<file path="src/rtl/reg_seq_pkg.sv">
// Shared types and constants for the register-file access sequencer.
// The out-of-range helper is the single definition of which indices reach the register file.
package reg_seq_pkg;

  typedef enum logic [1:0] {
    IDLE    = 2'd0,
    RD_ADDR = 2'd1,
    RD_RSP  = 2'd2
  } seq_state_t;

  localparam int NUM_REGS = 16;
  localparam int SP_IDX   = 14;
  localparam int RA_IDX   = 15;

  function automatic logic addr_oor(input int unsigned addr);
    return addr >= NUM_REGS;
  endfunction

endpackage

</file>
<file path="src/rtl/wb_fifo.sv">
// Two-entry writeback FIFO.
// Exposes every slot with its valid bit and the youngest slot index so the reader can forward pending writes.
module wb_fifo
  import reg_seq_pkg::*;
#(
  parameter int DATA_W   = 32,
  parameter int ADDR_W   = 5,
  parameter int WB_DEPTH = 2
) (
  input  logic                             clk,
  input  logic                             rst_n,
  input  logic                             push_i,
  input  logic [ADDR_W-1:0]                push_addr_i,
  input  logic [DATA_W-1:0]                push_data_i,
  input  logic                             pop_i,
  output logic                             full_o,
  output logic                             empty_o,
  output logic [ADDR_W-1:0]                head_addr_o,
  output logic [DATA_W-1:0]                head_data_o,
  output logic [WB_DEPTH-1:0][ADDR_W-1:0]  ent_addr_o,
  output logic [WB_DEPTH-1:0][DATA_W-1:0]  ent_data_o,
  output logic [WB_DEPTH-1:0]              ent_vld_o,
  output logic                             young_o
);

  logic [WB_DEPTH-1:0][ADDR_W-1:0] addr_q;
  logic [WB_DEPTH-1:0][DATA_W-1:0] data_q;
  logic                            wr_ptr_q, rd_ptr_q;
  logic [1:0]                      cnt_q;
  logic                            push_ok, pop_ok;

  assign full_o  = (cnt_q == 2'(WB_DEPTH));
  assign empty_o = (cnt_q == 2'd0);
  assign push_ok = push_i && !full_o;
  assign pop_ok  = pop_i && !empty_o;

  always_ff @(posedge clk or negedge rst_n) begin
    if (!rst_n) begin
      addr_q   <= '0;
      data_q   <= '0;
      wr_ptr_q <= 1'b0;
      rd_ptr_q <= 1'b0;
      cnt_q    <= 2'd0;
    end else begin
      if (push_ok) begin
        addr_q[wr_ptr_q] <= push_addr_i;
        data_q[wr_ptr_q] <= push_data_i;
        wr_ptr_q         <= ~wr_ptr_q;
      end
      if (pop_ok) rd_ptr_q <= ~rd_ptr_q;
      case ({push_ok, pop_ok})
        2'b10:   cnt_q <= cnt_q + 2'd1;
        2'b01:   cnt_q <= cnt_q - 2'd1;
        default: cnt_q <= cnt_q;
      endcase
    end
  end

  assign head_addr_o = addr_q[rd_ptr_q];
  assign head_data_o = data_q[rd_ptr_q];
  assign ent_addr_o  = addr_q;
  assign ent_data_o  = data_q;
  // The most recent push landed one slot behind the write pointer.
  assign young_o     = ~wr_ptr_q;

  always_comb begin
    ent_vld_o    = '0;
    ent_vld_o[0] = full_o || ((cnt_q == 2'd1) && (rd_ptr_q == 1'b0));
    ent_vld_o[1] = full_o || ((cnt_q == 2'd1) && (rd_ptr_q == 1'b1));
  end

endmodule

</file>
<file path="src/rtl/reg_access_sequencer.sv">
// Initiator side of the register-file port: operand reads with writeback forwarding,
// buffered writebacks drained to the register file except while read addresses are presented.
module reg_access_sequencer
  import reg_seq_pkg::*;
#(
  parameter int DATA_W   = 32,
  parameter int ADDR_W   = 5,
  parameter int WB_DEPTH = 2
) (
  input  logic              Clk,
  input  logic              Reset_n,
  input  logic              rd_req_valid,
  output logic              rd_req_ready,
  input  logic [ADDR_W-1:0] rd_addr1,
  input  logic [ADDR_W-1:0] rd_addr2,
  output logic              rd_rsp_valid,
  output logic [DATA_W-1:0] rd_data1,
  output logic [DATA_W-1:0] rd_data2,
  input  logic              wb_req_valid,
  output logic              wb_req_ready,
  input  logic [ADDR_W-1:0] wb_addr,
  input  logic [DATA_W-1:0] wb_data,
  output logic              wb_err,
  output logic [ADDR_W-1:0] Read_Reg1,
  output logic [ADDR_W-1:0] Read_Reg2,
  input  logic [DATA_W-1:0] Read_Data1,
  input  logic [DATA_W-1:0] Read_Data2,
  output logic [ADDR_W-1:0] Write_Reg,
  output logic [DATA_W-1:0] Write_Data,
  output logic              RegWrite,
  output logic              busy
);

  seq_state_t state_q, state_d;
  logic [ADDR_W-1:0] raddr1_q, raddr2_q;
  logic [DATA_W-1:0] rdata1_q, rdata2_q;
  logic [DATA_W-1:0] fwd1, fwd2;
  logic              rd_accept, push, pop, full, empty, head_oor;
  logic              young, older;
  logic [ADDR_W-1:0] head_addr;
  logic [DATA_W-1:0] head_data;
  logic [WB_DEPTH-1:0][ADDR_W-1:0] ent_addr;
  logic [WB_DEPTH-1:0][DATA_W-1:0] ent_data;
  logic [WB_DEPTH-1:0]             ent_vld;

  assign rd_req_ready = (state_q == IDLE);
  assign rd_accept    = rd_req_valid && rd_req_ready;
  assign wb_req_ready = !full;
  assign push         = wb_req_valid && !full;
  // Draining is held off while read addresses are on the port so captured operands are never torn.
  assign pop          = !empty && (state_q != RD_ADDR);
  assign head_oor     = addr_oor(32'(head_addr));

  wb_fifo #(
    .DATA_W  (DATA_W),
    .ADDR_W  (ADDR_W),
    .WB_DEPTH(WB_DEPTH)
  ) u_wb_fifo (
    .clk        (Clk),
    .rst_n      (Reset_n),
    .push_i     (push),
    .push_addr_i(wb_addr),
    .push_data_i(wb_data),
    .pop_i      (pop),
    .full_o     (full),
    .empty_o    (empty),
    .head_addr_o(head_addr),
    .head_data_o(head_data),
    .ent_addr_o (ent_addr),
    .ent_data_o (ent_data),
    .ent_vld_o  (ent_vld),
    .young_o    (young)
  );

  always_comb begin
    state_d = state_q;
    case (state_q)
      IDLE:    if (rd_accept) state_d = RD_ADDR;
      RD_ADDR: state_d = RD_RSP;
      RD_RSP:  state_d = IDLE;
      default: state_d = IDLE;
    endcase
  end

  assign older = ~young;

  // Youngest matching pending write wins over older entries and the register file.
  always_comb begin
    fwd1 = Read_Data1;
    if (ent_vld[older] && (ent_addr[older] == raddr1_q)) fwd1 = ent_data[older];
    if (ent_vld[young] && (ent_addr[young] == raddr1_q)) fwd1 = ent_data[young];
    if (addr_oor(32'(raddr1_q))) fwd1 = '0;
    fwd2 = Read_Data2;
    if (ent_vld[older] && (ent_addr[older] == raddr2_q)) fwd2 = ent_data[older];
    if (ent_vld[young] && (ent_addr[young] == raddr2_q)) fwd2 = ent_data[young];
    if (addr_oor(32'(raddr2_q))) fwd2 = '0;
  end

  always_ff @(posedge Clk or negedge Reset_n) begin
    if (!Reset_n) begin
      state_q  <= IDLE;
      raddr1_q <= '0;
      raddr2_q <= '0;
      rdata1_q <= '0;
      rdata2_q <= '0;
    end else begin
      state_q <= state_d;
      if (rd_accept) begin
        raddr1_q <= rd_addr1;
        raddr2_q <= rd_addr2;
      end
      if (state_q == RD_ADDR) begin
        rdata1_q <= fwd1;
        rdata2_q <= fwd2;
      end
    end
  end

  assign Read_Reg1    = raddr1_q;
  assign Read_Reg2    = raddr2_q;
  assign rd_data1     = rdata1_q;
  assign rd_data2     = rdata2_q;
  assign rd_rsp_valid = (state_q == RD_RSP);
  assign RegWrite     = pop && !head_oor;
  assign wb_err       = pop && head_oor;
  assign Write_Reg    = RegWrite ? head_addr : '0;
  assign Write_Data   = RegWrite ? head_data : '0;
  assign busy         = (state_q != IDLE) || !empty;

endmodule

</file>
<file path="config.mk">
export PLATFORM = sky130hd
export DESIGN_NAME = reg_access_sequencer
export DESIGN_NICKNAME = d
export VERILOG_FILES = /design/src/rtl/reg_seq_pkg.sv /design/src/rtl/wb_fifo.sv /design/src/rtl/reg_access_sequencer.sv
export SDC_FILE = /design/constraint.sdc
export NUM_CORES = 1
export LEC_CHECK = 0
export ABC_CLOCK_PERIOD_IN_PS = 3450
export CORE_ASPECT_RATIO = 1.2
export CORE_MARGIN = 3
export CORE_UTILIZATION = 30
export DETAILED_ROUTE_END_ITERATION = 7
export PLACE_DENSITY = 0.53
export RECOVER_POWER = 50
export SYNTH_ARGS = -nofsm -noshare
export SYNTH_HDL_FRONTEND = slang
export SYNTH_SLANG_ARGS = --single-unit
export TNS_END_PERCENT = 100
</file>
<file path="constraint.sdc">
create_clock -name Clk -period 3.45 [get_ports Clk]
set_clock_uncertainty 0.1 [all_clocks]
set_input_delay 0.69 -clock Clk [delete_from_list [all_inputs] [get_ports Clk]]
set_output_delay 0.69 -clock Clk [all_outputs]
set_load 0.01 [all_outputs]
</file>
==> Flow_metrics.wiki <==
{| class="wikitable"
! Metric !! Value
|-
| Post-synthesis cell type count || 40
|-
| Commonest cells post-synth || sky130_fd_sc_hd__dfrtp_1 (154), sky130_fd_sc_hd__mux2i_1 (108), sky130_fd_sc_hd__mux2_2 (84), sky130_fd_sc_hd__nand2_1 (70), sky130_fd_sc_hd__a32o_1 (62)
|-
| Wire length reported by the detailed router || 30.0 mm
|-
| Adder and majority gate portion of the synthesized area || 0.586%
|-
| Ant. Diodes || 0
|-
| Switching Fraction || 39.9%
|-
| Max Root-Sink Buffers || 2
|-
| Initial cell density of the core || 30.5%
|-
| Post CTS Setup Buffer Count || 0
|-
| Number of port buffers || 230
|-
| Hold-fix buffers, CTS || 0
|-
| Highest Clock Rate || 304 MHz
|-
| Highest metal layer with signal wires || met4
|-
| Kind of cell adding the most delay to the critical path || buffers and inverters
|-
| Clock net sink count || 154
|-
| Aggregate negative setup slack || 0 ps
|-
| Clock transition at the register clock pins on the worst setup and hold paths after CTS || 60 ps
|-
| Startpoint-to-endpoint class of the critical path || register to output port
|-
| Seq pwr share || 30.4%
|-
| Combinational group share of total power || 52.1%
|-
| Final setup vio count || 0
|-
| Net load switching power || 0.00441 W
|-
| Num CTS Buffers || 17
|-
| Hold Violations, Final || 0
|-
| CP most frequent cell || sky130_fd_sc_hd__nor2_1
|-
| Measured slew at the worst slew-check pin || 1950 ps
|-
| H-tree level count || 4
|-
| Cell area after synthesis || 8540 um2
|-
| Worst-path cell chain || inv_1, ha_1, nor2_1, nand2_2, buf_4, nor2_1, clkdlybuf4s50_1
|-
| Sequential fraction of the synthesis area || 45.1%
|-
| Met2 WL || 15.1 mm
|-
| Unrepaired setup endpoints after global routing || false
|-
| Result of the run || complete, but fails checks
|-
| Initial DRC count || 343
|-
| Residual DRC count || 0
|-
| Number of enable-type register cells in the synthesized netlist || 0
|-
| Worst-skew pair later-pin latency || 440 ps
|-
| Top cells by area in the synthesized netlist || sky130_fd_sc_hd__dfrtp_1 (45%), sky130_fd_sc_hd__mux2i_1 (13%), sky130_fd_sc_hd__mux2_2 (11%)
|-
| Wire per inst || 21.8 um
|-
| Crit path arrival time || 2500 ps
|-
| Via count of the first global-routing pass || 7,632
|-
| Die W || 160 um
|-
| Most common cell in the netlist || sky130_fd_sc_hd__dfrtp_1
|-
| Compound-gate portion of the synthesized area || 14.9%
|-
| Share of the synthesized netlist area taken by xor and xnor gates || 2.56%
|-
| Power per unit of standard cell area || 932 nW/um2
|-
| CP Capture Type || output port
|-
| Share of async-settable or async-resettable flops after synthesis || 100%
|-
| Remaining global-route overflow || 0
|-
| Max Slew Vio Count || 71
|-
| Dominant combinational cell family by area after synthesis || multiplexers
|-
| Chip Height || 191 um
|-
| Wire length of the first global-routing pass || 46.2 mm
|-
| Final critical-path required period || 3290 ps
|-
| Total met3 wirelength after detailed routing || 1.15 mm
|-
| Overall Global Routing Usage || 19.7%
|-
| Placed wire-length estimate || 20.3 mm
|-
| Number of max-cap violations || 1
|-
| Worst rel slew slack || -29.9%
|-
| Number of routed nets with antenna violations || 0
|-
| Total Die Area || 30,500 um2
|-
| Core Footprint || 28,000 um2
|-
| Detailed-routing iteration count for the pre-antenna-repair pass || 4
|-
| Standard-cell rows || 67
|-
| Fillcell total || 2,753
|-
| Avg Vias per Cell || 5.14
|-
| Worst Path Required || 2660 ps
|-
| Count of yosys warnings during synthesis || 0
|-
| Type of the most critical hold path || register to register
|-
| Clock root cell || sky130_fd_sc_hd__clkbuf_16
|-
| Layout overhead on the synthesized area || 38.6%
|-
| Antenna violations before repair || 0
|-
| Library cell contributing the largest single delay on the critical path || sky130_fd_sc_hd__clkdlybuf4s50_1
|-
| Cell type with the highest aggregate area in the netlist || sky130_fd_sc_hd__dfrtp_1
|-
| Largest net degree at the start of global routing || 72
|-
| Basic-gate share of the synthesized area counting and, or, nand and nor cells || 8.51%
|-
| Count of vias placed by the detailed router || 7,084
|-
| Leakage power figure || 4.85 nW
|-
| Highest fanout seen on the critical path || 18
|-
| Total routed wire length on the met1 layer || 13.2 mm
|-
| CTS-repair resized insts || 0
|-
| Count of non-filler cells in the finished layout || 1,379
|-
| Number of flip-flops and latches in the synthesized netlist || 154
|-
| Power share of the clock group || 17.4%
|-
| Post-synth top area share || 45.1%
|-
| Multi-input gate area in the final layout || 4390 um2
|-
| # IOs || 232
|-
| Violations in the final reports || capacitance limit, slew limit
|-
| Mux share of post-synthesis cell area || 24.2%
|-
| TritonCTS clock tree || done
|-
| Net count after synthesis || 899
|-
| Internal power consumption || 0.00663 W
|-
| Area used by sequential logic in the layout || 3860 um2
|-
| Share of post-route cells with drive strength above 1 || 18.2%
|-
| Kind of start point of the critical path || register
|-
| Final net count || 1,107
|-
| Routability Congestion || 0.762
|-
| Number of buffer and inverter instances along the worst setup path || 3
|-
| Top FF cell, synth || sky130_fd_sc_hd__dfrtp_1
|-
| Worst supply voltage drop on vdd || 0.000413 V
|-
| Crit-path max cell delay || 570 ps
|-
| Fin crit share || 95.5%
|-
| Cells after Synth || 780
|-
| Mean post-synth cell area || 11.0 um2
|-
| DP Cell Count || 1,348
|}
cell type report:
| type | count | area share [%] |
|---|---|---|
| clock buffer | 19 | 3.66 |
| clock inverter | 12 | 1.28 |
| inverter | 6 | 0.190 |
| multi-input combinational | 556 | 37.1 |
| sequential | 154 | 32.6 |
| tap | 379 | 4.01 |
| timing repair buffer | 253 | 21.2 |
power by group through the flow:
stage / Sequential, W / Combinational, W / Clock, W
after detailed placement: 0.00340 / 0.00581 / 0
after CTS: 0.00337 / 0.00584 / 0.00197
after global routing: 0.00349 / 0.00622 / 0.00204
after global placement: 0.00337 / 0.00581 / 0
final: 0.00336 / 0.00575 / 0.00192
after floorplan: 0.00330 / 0.00334 / 0
flip-flops by register name, indices dropped and copies added, names as in the netlist:
name	count
rd_data2	32
u_wb_fifo.ent_data_o	64
u_wb_fifo.rd_ptr_q	1
u_wb_fifo.cnt_q	2
Read_Reg1	5
u_wb_fifo.ent_addr_o	10
state_q	2
Read_Reg2	5
rd_data1	32
u_wb_fifo.wr_ptr_q	1
worst register-to-register path: cells and delay by family (launching register included):
family	cells	cell delay, ps
simple gates	2	1000
compound gates	2	380
buf+inv	1	250
mux	1	340
xor+xnor	1	130
flops	1	590
path summary, 6_finish.rpt:
path | startpoint | to | slack (ps) | cells past startpoint
min in group asynchronous | Reset_n | u_wb_fifo.ent_data_o[44] | 700 | 1
max | u_wb_fifo.cnt_q[0] | Write_Data[11] | 160 | 7
min reg2reg | rd_data1[29] | rd_data1[29] | 380 | 2
max reg2reg | u_wb_fifo.wr_ptr_q | rd_data1[19] | 560 | 7
min | rd_data1[29] | rd_data1[29] | 380 | 2
max in group asynchronous | Reset_n | rd_data2[8] | 890 | 2
placed cells by master, fill, tap and decap left out, types with 6 or more instances in the layout:
master and n:
sky130_fd_sc_hd__o211ai_1 32, sky130_fd_sc_hd__a32o_1 62, sky130_fd_sc_hd__nand2_1 69, sky130_fd_sc_hd__dfrtp_1 152, sky130_fd_sc_hd__o21ai_0 34, sky130_fd_sc_hd__xor2_1 8
sky130_fd_sc_hd__clkbuf_16 17, sky130_fd_sc_hd__inv_1 6, sky130_fd_sc_hd__nor2_1 41, sky130_fd_sc_hd__clkdlybuf4s50_1 228, sky130_fd_sc_hd__xnor2_1 17, sky130_fd_sc_hd__a21oi_1 32
sky130_fd_sc_hd__or2_2 32, sky130_fd_sc_hd__mux2i_1 108, sky130_fd_sc_hd__mux2_2 84, sky130_fd_sc_hd__buf_4 16
cells by family (layout without fill, tap and decap cells):
| kind of cell | count (synthesis) | in the layout |
|---|---|---|
| compound gates | 170 | 170 |
| xor+xnor | 25 | 25 |
| fa+ha+maj | 4 | 4 |
| buf+inv | 70 | 290 |
| flops | 154 | 154 |
| mux | 195 | 195 |
| other cells | 1 | 1 |
| simple gates | 161 | 161 |
per-layer routing:
layer / GRT usage (%) / vias to the layer above
met5: 0 / -
met4: 5.74 / 0
met3: 4.00 / 28
met2: 34.1 / 173
met1: 24.9 / 3597
li1: - / 3286
through the flow:
stage	utilization, %	instance area [um2]	power, W	worst slack (ps)	hold slack [ps]
3_3_place_gp	40.4	11300	0.00918	588	368
4_1_cts	42.5	11900	0.0112	127	206
5_1_grt	42.3	11800	0.0118	33.1	401
2_1_floorplan	-	8540	0.00664	1010	294
6_report	42.3	11800	0.0110	156	384
3_5_place_dp	40.4	11300	0.00921	558	375
Power figures use the tool's default switching activity.
